### config.mk
export PLATFORM = sky130hd
export DESIGN_NAME = rom_sample_player_flat
export DESIGN_NICKNAME = d
export VERILOG_FILES = /design/src/rtl/audio_pkg.sv /design/src/rtl/rom_sample_player_if.sv /design/src/rtl/sample_tick_gen.sv /design/src/rtl/rom_sample_player.sv /design/src/flat_wrapper.sv
export SDC_FILE = /design/constraint.sdc
export NUM_CORES = 1
export LEC_CHECK = 0
export ABC_AREA = 1
export BUFFER_PORTS_ARGS = -buffer_cell sky130_fd_sc_hd__buf_2
export CAP_MARGIN = 30
export CORE_ASPECT_RATIO = 0.9
export CORE_UTILIZATION = 40
export DETAILED_ROUTE_END_ITERATION = 12
export PLACE_DENSITY = 0.6
export SETUP_SLACK_MARGIN = 0.15
export SLEW_MARGIN = 20
export SYNTH_ARGS = -nofsm -noshare
export SYNTH_HDL_FRONTEND = slang
export SYNTH_SLANG_ARGS = --single-unit
### constraint.sdc
create_clock -name CLOCK_50 -period 2.12 [get_ports CLOCK_50]
set_clock_uncertainty 0.05 [all_clocks]
set_input_delay 0.424 -clock CLOCK_50 [delete_from_list [all_inputs] [get_ports CLOCK_50]]
set_output_delay 0.424 -clock CLOCK_50 [all_outputs]
set_load 0.01 [all_outputs]
### src/rtl/audio_pkg.sv
// Shared audio definitions: player FSM encoding and the 8.8 note step table
// (index 0 is unity pitch, higher indices climb in equal-tempered semitones).
package audio_pkg;
  localparam int STEP_W = 16;
  localparam int FRAC_W = 8;

  typedef enum logic [1:0] {S_IDLE, S_FETCH, S_WAIT, S_EMIT} state_t;

  function automatic logic [STEP_W-1:0] note_step(input logic [3:0] idx);
    case (idx)
      4'd0:  note_step = 16'h0100;
      4'd1:  note_step = 16'h010F;
      4'd2:  note_step = 16'h011F;
      4'd3:  note_step = 16'h0130;
      4'd4:  note_step = 16'h0143;
      4'd5:  note_step = 16'h0156;
      4'd6:  note_step = 16'h016A;
      4'd7:  note_step = 16'h0180;
      4'd8:  note_step = 16'h0196;
      4'd9:  note_step = 16'h01AF;
      4'd10: note_step = 16'h01C8;
      4'd11: note_step = 16'h01E3;
      4'd12: note_step = 16'h0200;
      4'd13: note_step = 16'h021E;
      4'd14: note_step = 16'h023F;
      4'd15: note_step = 16'h0261;
    endcase
  endfunction
endpackage

### src/rtl/rom_sample_player_if.sv
// ROM read port plus the audio controller write port, bundled for the player.
interface rom_sample_player_if #(
  parameter int ADDR_W = 14,
  parameter int DATA_W = 6
);
  logic [ADDR_W-1:0] rom_addr;
  logic [DATA_W-1:0] rom_q;
  logic              audio_out_allowed;
  logic              write_audio_out;
  logic [31:0]       left_channel_audio_out;
  logic [31:0]       right_channel_audio_out;

  modport master (
    output rom_addr, write_audio_out, left_channel_audio_out, right_channel_audio_out,
    input  rom_q, audio_out_allowed
  );

  modport slave (
    input  rom_addr, write_audio_out, left_channel_audio_out, right_channel_audio_out,
    output rom_q, audio_out_allowed
  );
endinterface

### src/rtl/sample_tick_gen.sv
// Free-running sample-rate divider: one-clock tick every RATE_DIV+1 clocks.
module sample_tick_gen #(
  parameter int RATE_DIV = 1200
) (
  input  logic clk,
  input  logic rst_n,
  output logic tick
);
  localparam int CW = (RATE_DIV < 1) ? 1 : $clog2(RATE_DIV + 1);

  logic [CW-1:0] cnt;

  assign tick = (cnt == CW'(RATE_DIV));

  always_ff @(posedge clk or negedge rst_n) begin
    if (!rst_n)    cnt <= '0;
    else if (tick) cnt <= '0;
    else           cnt <= cnt + CW'(1);
  end
endmodule

### src/rtl/rom_sample_player.sv
// Phase-accumulator ROM player: fetches one ROM word per sample tick, converts
// it to a left-justified signed sample and offers it to the audio controller.
module rom_sample_player
  import audio_pkg::*;
#(
  parameter int ADDR_W      = 14,
  parameter int DATA_W      = 6,
  parameter int RATE_DIV    = 1200,
  parameter int ROM_LATENCY = 2
) (
  input  logic                 CLOCK_50,
  input  logic                 resetn,
  input  logic                 play,
  input  logic [3:0]           note_sel,
  output logic                 busy,
  rom_sample_player_if.master  bus
);
  localparam int PH_W = ADDR_W + FRAC_W;

  state_t                 state, state_nxt;
  logic [PH_W-1:0]        phase;
  logic [STEP_W-1:0]      step;
  logic [DATA_W-1:0]      sample;
  logic                   pending;
  logic [ROM_LATENCY-1:0] vld_pipe;
  logic                   tick, start, adv, capture, silence, strobe;
  logic                   wr;
  logic [31:0]            word;

  sample_tick_gen #(.RATE_DIV(RATE_DIV)) u_tick (
    .clk   (CLOCK_50),
    .rst_n (resetn),
    .tick  (tick)
  );

  always_ff @(posedge CLOCK_50 or negedge resetn) begin
    if (!resetn) state <= S_IDLE;
    else         state <= state_nxt;
  end

  always_comb begin
    state_nxt = state;
    start     = 1'b0;
    adv       = 1'b0;
    capture   = 1'b0;
    silence   = 1'b0;
    case (state)
      S_IDLE:  if (tick && play) begin
                 state_nxt = S_FETCH;
                 start     = 1'b1;
               end
      S_FETCH: state_nxt = S_WAIT;
      S_WAIT:  if (vld_pipe[ROM_LATENCY-1]) begin
                 state_nxt = S_EMIT;
                 capture   = 1'b1;
               end
      S_EMIT:  if (tick) begin
                 adv = 1'b1;
                 if (play) state_nxt = S_FETCH;
                 else begin
                   state_nxt = S_IDLE;
                   silence   = 1'b1;
                 end
               end
      default: state_nxt = S_IDLE;
    endcase
  end

  // Counts ROM read latency from the fetch cycle; the top bit marks valid rom_q.
  always_ff @(posedge CLOCK_50 or negedge resetn) begin
    if (!resetn) vld_pipe <= '0;
    else begin
      vld_pipe[0] <= (state == S_FETCH);
      for (int i = 1; i < ROM_LATENCY; i++) vld_pipe[i] <= vld_pipe[i-1];
    end
  end

  // A load in the same cycle holds the strobe back one clock so only the newest word goes out.
  assign strobe = pending && bus.audio_out_allowed && !(capture || silence);

  always_ff @(posedge CLOCK_50 or negedge resetn) begin
    if (!resetn) begin
      phase   <= '0;
      step    <= '0;
      sample  <= '0;
      pending <= 1'b0;
      wr      <= 1'b0;
      word    <= '0;
    end else begin
      if (start) begin
        step  <= note_step(note_sel);
        phase <= '0;
      end else if (adv) begin
        phase <= phase + PH_W'(step);
        if (play) step <= note_step(note_sel);
      end
      if (capture)      sample <= {~bus.rom_q[DATA_W-1], bus.rom_q[DATA_W-2:0]};
      else if (silence) sample <= '0;
      if (capture || silence) pending <= 1'b1;
      else if (strobe)        pending <= 1'b0;
      wr <= strobe;
      if (strobe) word <= {sample, {(32-DATA_W){1'b0}}};
    end
  end

  assign bus.rom_addr                = phase[PH_W-1:FRAC_W];
  assign bus.write_audio_out         = wr;
  assign bus.left_channel_audio_out  = word;
  assign bus.right_channel_audio_out = word;
  assign busy                        = (state != S_IDLE);
endmodule

### src/flat_wrapper.sv
// flat-port wrapper written by rule: the top's interface ports become plain ports
module rom_sample_player_flat import audio_pkg::*;
#(
  parameter int ADDR_W      = 14,
  parameter int DATA_W      = 6,
  parameter int RATE_DIV    = 1200,
  parameter int ROM_LATENCY = 2
)
  (CLOCK_50, resetn, play, note_sel, busy, bus_rom_addr, bus_write_audio_out, bus_left_channel_audio_out, bus_right_channel_audio_out, bus_rom_q, bus_audio_out_allowed);
  rom_sample_player_if #(.ADDR_W(ADDR_W), .DATA_W(DATA_W)) bus_i ();
  input  logic CLOCK_50;
  input  logic resetn;
  input  logic play;
  input  logic [3:0] note_sel;
  output logic busy;
  output wire logic [$bits(bus_i.rom_addr)-1:0] bus_rom_addr;
  output wire logic [$bits(bus_i.write_audio_out)-1:0] bus_write_audio_out;
  output wire logic [$bits(bus_i.left_channel_audio_out)-1:0] bus_left_channel_audio_out;
  output wire logic [$bits(bus_i.right_channel_audio_out)-1:0] bus_right_channel_audio_out;
  input wire logic [$bits(bus_i.rom_q)-1:0] bus_rom_q;
  input wire logic [$bits(bus_i.audio_out_allowed)-1:0] bus_audio_out_allowed;
  assign bus_rom_addr = bus_i.rom_addr;
  assign bus_write_audio_out = bus_i.write_audio_out;
  assign bus_left_channel_audio_out = bus_i.left_channel_audio_out;
  assign bus_right_channel_audio_out = bus_i.right_channel_audio_out;
  assign bus_i.rom_q = bus_rom_q;
  assign bus_i.audio_out_allowed = bus_audio_out_allowed;
  rom_sample_player #(.ADDR_W(ADDR_W), .DATA_W(DATA_W), .RATE_DIV(RATE_DIV), .ROM_LATENCY(ROM_LATENCY)) u_core (.CLOCK_50(CLOCK_50), .resetn(resetn), .play(play), .note_sel(note_sel), .busy(busy), .bus(bus_i));
endmodule
# Word-level counts from Yosys, hierarchy flattened
# Memory sizes are Yosys's and may differ from the RTL's.
# Cells that the tools add are included.
# classes
n_addsub	2
eq_ne	7
muxes	24
bitwise	1
reduce_logical	13
# op_table
op	count
$mux W16	3
$mux W22	2
$add A22 B16 Y22	1
$mux W1	12
$mux W6	2
$add A11 B1 Y11 const B	1
$eq A11 B11 Y1 const B	1
$mux W11	1
$reduce_bool A2 Y1	5
$pmux W2 S4	1
$mux W2	3
$ne A2 B1 Y1 const B	3
$eq A2 B2 Y1 const B	2
$logic_and A1 B1 Y1	3
$reduce_and A3 Y1	1
$eq A2 B1 Y1 const B	1
$logic_not A2 Y1	1
$reduce_and A2 Y1	1
$logic_not A1 Y1	1
$logic_or A1 B1 Y1	1
$not A1 Y1	1
# totals
regBits	67
mem_bits_ro	320
in_bits	14
out_inout_bits	80
n_memories	2
# memory_table
memory	depth	word_bits	read_ports	rd_clocked_by_memory_dff	wr	line_no	source
(no name shown)	16	10	1	0	0	audio_pkg.sv:10	case (idx)
(no name shown)	16	10	1	0	0	audio_pkg.sv:10	

# Depth between registers and ports, before layout
# depth
word_depth	8
mapped_depth	13
mapped_depth_nobuf	13

# By module
# Synthesis repeated with hierarchy kept, for this count alone.
# unflattened
hier_cells	551
hier_area_um2	4202.8
# by_module_without_submodules
module	n_inst	cells_per_inst	area_per_inst_um2	seq_area_each_um2
rom_sample_player	1	474	3587.2	1251.2
sample_tick_gen	1	77	615.6	275.3

# Worst setup path before layout
# OpenSTA, ideal clock, no wires.
# synth_timing
path_kind	register to register
start	register u_core.step[0]
end	register u_core.phase[12]
setup_ps	119
arrival_time_ps	1656
required_ps	1951
path_slack_ps	295
path_stages_with_launch	11
path_cell_list	dfrtp_1 ha_1 fa_1 nand3_1 nand3_1 nand2_1 nand2_1 nand2_1 nand2_1 a21oi_1 nor2_1
# synth_between
elab_chain_cells	3
# synth_rtl
item	line_no	source
start: declaration	rom_sample_player.sv:22	logic [STEP_W-1:0] step;
start signal: assignment	rom_sample_player.sv:91	step <= note_step(note_sel);
start signal: assignment	rom_sample_player.sv:95	if (play) step <= note_step(note_sel);
$add A22 B16 Y22	rom_sample_player.sv:94	phase <= phase + PH_W'(step);
$mux W22	rom_sample_player.sv:93	end else if (adv) begin
$mux W22	rom_sample_player.sv:90	if (start) begin
end signal: assignment	rom_sample_player.sv:94	
end: declaration	rom_sample_player.sv:21	logic [PH_W-1:0] phase;
# Every way passes these cells. The select of a mux whose other input is x is not followed.
# A chain may end at the register's enable or synchronous reset.

# Final worst setup path
# layout_timing
start	register u_core.u_tick.cnt[0]
end	register u_core.phase[9]
# layout_between
elab_chain_cells	5
word_cells_on_any_way	8
# layout_rtl
item	line_no	source
start: declaration	sample_tick_gen.sv:11	logic [CW-1:0] cnt;
start signal: assignment	sample_tick_gen.sv:18	else cnt <= cnt + CW'(1);
$eq A11 B11 Y1 (*)	sample_tick_gen.sv:13	assign tick = (cnt == CW'(RATE_DIV));
$logic_and A1 B1 Y1	rom_sample_player.sv:48	S_IDLE: if (tick && play) begin
$mux W1	rom_sample_player.sv:48	
$mux W1	rom_sample_player.sv:47	case (state)
$mux W22 or $reduce_bool A2 Y1 (tied branches)	-	
# Mark *: on every way between the ends. The rest lies on a longest branch, timed or not.

==> impl_metrics.json <==
{
  "run_status": "finished clean",
  "worst_skew_pair_latency_ns": 0.33,
  "final_critical_path_setup_slack_ns": 0.270,
  "timing.critical_path.cells": "inv_1 -> ha_2 -> inv_1 -> nor2_2 -> nand3_4 -> nor3_4 -> buf_4 -> nand2_2 -> inv_1 -> nand3_1 -> nand2_1",
  "cts_max_level": 3,
  "mean_cell_area_of_the_mapped_netlist_um2": 7.38,
  "num-nets-final": 683,
  "synth_top_cell_area_share_pct": 33.8,
  "buffer_ports.inserted": 41,
  "route.antenna.remaining_nets": 0,
  "max_freq_ghz": 0.541,
  "max-clock-path-buffers": 2,
  "synthDistinctLibCells": 39,
  "weighted_congestion_at_the_end_of_routability_driven_global_placement": 0.870,
  "die_width_um": 114,
  "cap_violations": 0,
  "cpMostUsedCell": "inv_1",
  "timing.critical_path.fanout_max": 6,
  "clock_tree.root_cell": "clkbuf_16",
  "path_buf_inv": 4,
  "rr_worst_depth": 11,
  "reg_clk_slew_reported_paths_ns": 0.05,
  "number_of_failing_hold_endpoints_at_the_final_stage": 0,
  "pin_count": 94,
  "first_global_vias": 3370,
  "number_of_antenna_violations_at_the_first_check_in_global_routing": 0,
  "critical-path-slowest-cell": "dfrtp_1",
  "grt_usage_pct": 17.0,
  "fin_area_um2": 5020,
  "globalRoute.totalOverflow": 0,
  "cts.hold.buffers_added": 0,
  "seq_power_share_pct": 42.2,
  "rows": 36,
  "grt_max_degree": 62,
  "cellLeakagePower_nw": 2.77,
  "setup_viol_count_final": 0,
  "tns_ns": 0,
  "crit_type": "reg -> reg",
  "min_period_over_period_pct": 87.3,
  "rsz0062_at_grt": "yes",
  "worst_hold_slack_ns": 0.0401,
  "synthTopCellsByArea": "dfrtp_1 (34%), nand2_1 (15%), buf_4 (12%), inv_1 (6.3%), ha_1 (5.8%)",
  "crit-reg2reg-launch": "u_core.u_tick.cnt[0]$_DFF_PN0_",
  "areaGrowthSynthToFinish_pct": 11.3,
  "min_path_type": "in -> async",
  "min_period_ns": 1.85,
  "peakVddDrop_mv": 0.299,
  "drt_iter0_drc": 162,
  "regToRegSetupSlack_ns": 0.27,
  "critPathRequiredTime_ns": 2.33,
  "synth_enable_flop_cells": 0,
  "die-area_um2": 11700,
  "synth_area_leader_cell": "dfrtp_1",
  "cts_buffers": 9,
  "levels_on_crit_path": 11,
  "power-per-cell-area_nw_per_um2": 566,
  "insertedDiodeCount": 0,
  "timing.critical_path.arrival_ns": 2.06,
  "power.share.clock_pct": 50.7,
  "worst_setup_path_startpoint": "u_core.u_tick.cnt[0]$_DFF_PN0_",
  "initial_utilization_pct": 41.4,
  "detail_route.wl_per_cell_um": 11.6,
  "setup.worst_path.end_class": "register",
  "wire_length_of_the_first_global_routing_pass_um": 15700,
  "sw_frac_of_total_pct": 24.2,
  "die-height_um": 103,
  "critical_path.top_delay_family": "simple AND/OR/NAND/NOR gates",
  "postSynthRegisterBits": 61,
  "critical_path.max_stage_delay_ns": 0.40,
  "yosysWarningCount": 0,
  "dp_slack_ns": 0.144,
  "drcViolationCount": 0,
  "yosys.cell_count.top_type": "nand2_1",
  "place_hpwl_um": 6940,
  "total_power_mw": 2.85,
  "synthesis.instances": 612,
  "layoutNonFillerInstCount": 804,
  "crit_path_end": "u_core.phase[9]$_DFFE_PN0P_",
  "drt-pass1-iter-count": 5,
  "async_flop_share_pct": 100,
  "internal_power_mw": 2.16,
  "seq_area_frac_synth_pct": 33.8,
  "startpoint_type": "register",
  "syn_area_um2": 4520,
  "power_switching_mw": 0.689,
  "placed_area_um2": 4560,
  "finalCoreUtilization_pct": 46.1,
  "core_region_area_um2": 10900,
  "layout_cell_share_with_drive_strength_beyond_1_pct": 17.9,
  "drt-total-wl_um": 9310,
  "count_of_clock_tree_sinks": 61,
  "rr_endpoint": "u_core.phase[9]$_DFFE_PN0P_",
  "final-max-slew-violation-count": 0,
  "p_comb_share_pct": 7.1,
  "routed-via-count": 3683,
  "yosys-top-cells-count": "nand2_1 (182), inv_1 (76), buf_4 (73)",
  "vias_per_cell": 4.58,
  "numPlacedInstances": 783,
  "tritoncts_clock_tree": "done",
  "yosys_most_used_dff": "dfrtp_1"
}
## how the worst min path moves through the flow
stage | startpoint | endpoint | slack, ns | cells after the start
5_1_grt | resetn | u_core.u_tick.cnt[4]$_DFF_PN0_ | 0.1 | 2
3_5_place_dp | u_core.vld_pipe[0]$_DFF_PN0_ | u_core.vld_pipe[1]$_DFF_PN0_ | 0.31 | 0
4_1_cts | resetn | u_core.u_tick.cnt[4]$_DFF_PN0_ | 0.07 | 2
2_1_floorplan | resetn | u_core.bus.left_channel_audio_out[26]$_DFFE_PN0P_ | 0.08 | 0
6_report | resetn | u_core.u_tick.cnt[4]$_DFF_PN0_ | 0.04 | 2
3_3_place_gp | u_core.vld_pipe[0]$_DFF_PN0_ | u_core.vld_pipe[1]$_DFF_PN0_ | 0.28 | 0
## worst register-to-register path, delay by kind of cell, from the launching register on
| family | cells | cell delay [ns] |
|---|---|---|
| and+or+nand+nor | 6 | 0.75 |
| DFF | 1 | 0.40 |
| buffers and inverters | 4 | 0.39 |
| adders and majority gates | 1 | 0.19 |
## layer usage
layer / vias to the layer above / GRT usage (%) / share of wire, %
met5: - / 0 / 0
met4: 0 / 5.79 / 0.88
met3: 8 / 3.29 / 4.2
met2: 103 / 26.9 / 45
met1: 1698 / 23.3 / 50
li1: 1874 / - / -
## cell families (layout without fill, tap and decap cells)
group | count (synthesis) | after routing | synth area share [%]
and+or+nand+nor | 298 | 298 | 30.7
buffers and inverters | 158 | 147 | 19.8
AOI/OAI and AO/OA | 63 | 63 | 7.54
DFF | 61 | 61 | 33.8
adders and majority gates | 22 | 22 | 6.26
xor gates and xnor gates | 9 | 9 | 1.75
other | 1 | 52 | 0.0830
## power groups by stage
stage	Combinational (mW)	Clock, mW	Sequential, mW
final	0.202	1.44	1.20
after global placement	0.190	0	1.22
after CTS	0.193	1.48	1.20
after global routing	0.235	1.52	1.20
after floorplan	0.201	0	1.21
after detailed placement	0.192	0	1.22
## cells in the final DEF, fill, tap and decap left out, types with 3 or more instances in the layout
master and instances:
ha_2 5, o21ai_0 32, xnor2_1 5, buf_2 41, dfrtp_1 61, nand2_1 179
or2_2 3, nand3b_1 5, a21oi_1 15, o21ai_1 6, clkbuf_16 9, xor2_1 3
ha_1 12, nand3_2 3, nand2_2 7, nand2_4 4, nor2_2 6, ha_4 4
nand3_4 3, nor2_4 3, nand4_1 11, nand3_1 29, buf_4 9, nor2_1 35
inv_1 76, conb_1 52, nor3_1 4, clkinv_4 4
## what timing repair did
action | 4_1_cts | 5_1_grt
resized for setup | 1 | 24
pin swaps | 0 | 3
buffers inserted | 0 | 5
setup endpoints to repair | 4 | 28
## sequential cells by signal, indices dropped and copies added (netlist names)
| register | count |
|---|---|
| u_core.vld_pipe | 2 |
| u_core.pending | 1 |
| u_core.u_tick.cnt | 11 |
| u_core.step | 10 |
| u_core.bus.left_channel_audio_out | 6 |
| u_core.state | 2 |
| u_core.bus.write_audio_out | 1 |
| u_core.sample | 6 |
| u_core.phase | 22 |
## area by class of cell
class | instances | area (um^2)
flip-flops and latches | 61 | 1530
fillers | 1090 | 5880
well taps | 152 | 190
inverters | 80 | 307
clock buffers | 11 | 233
repair buffers | 51 | 293
clock inverters | 5 | 61.3
multi-input cells | 444 | 2410
(Power assumes the default switching activity.)
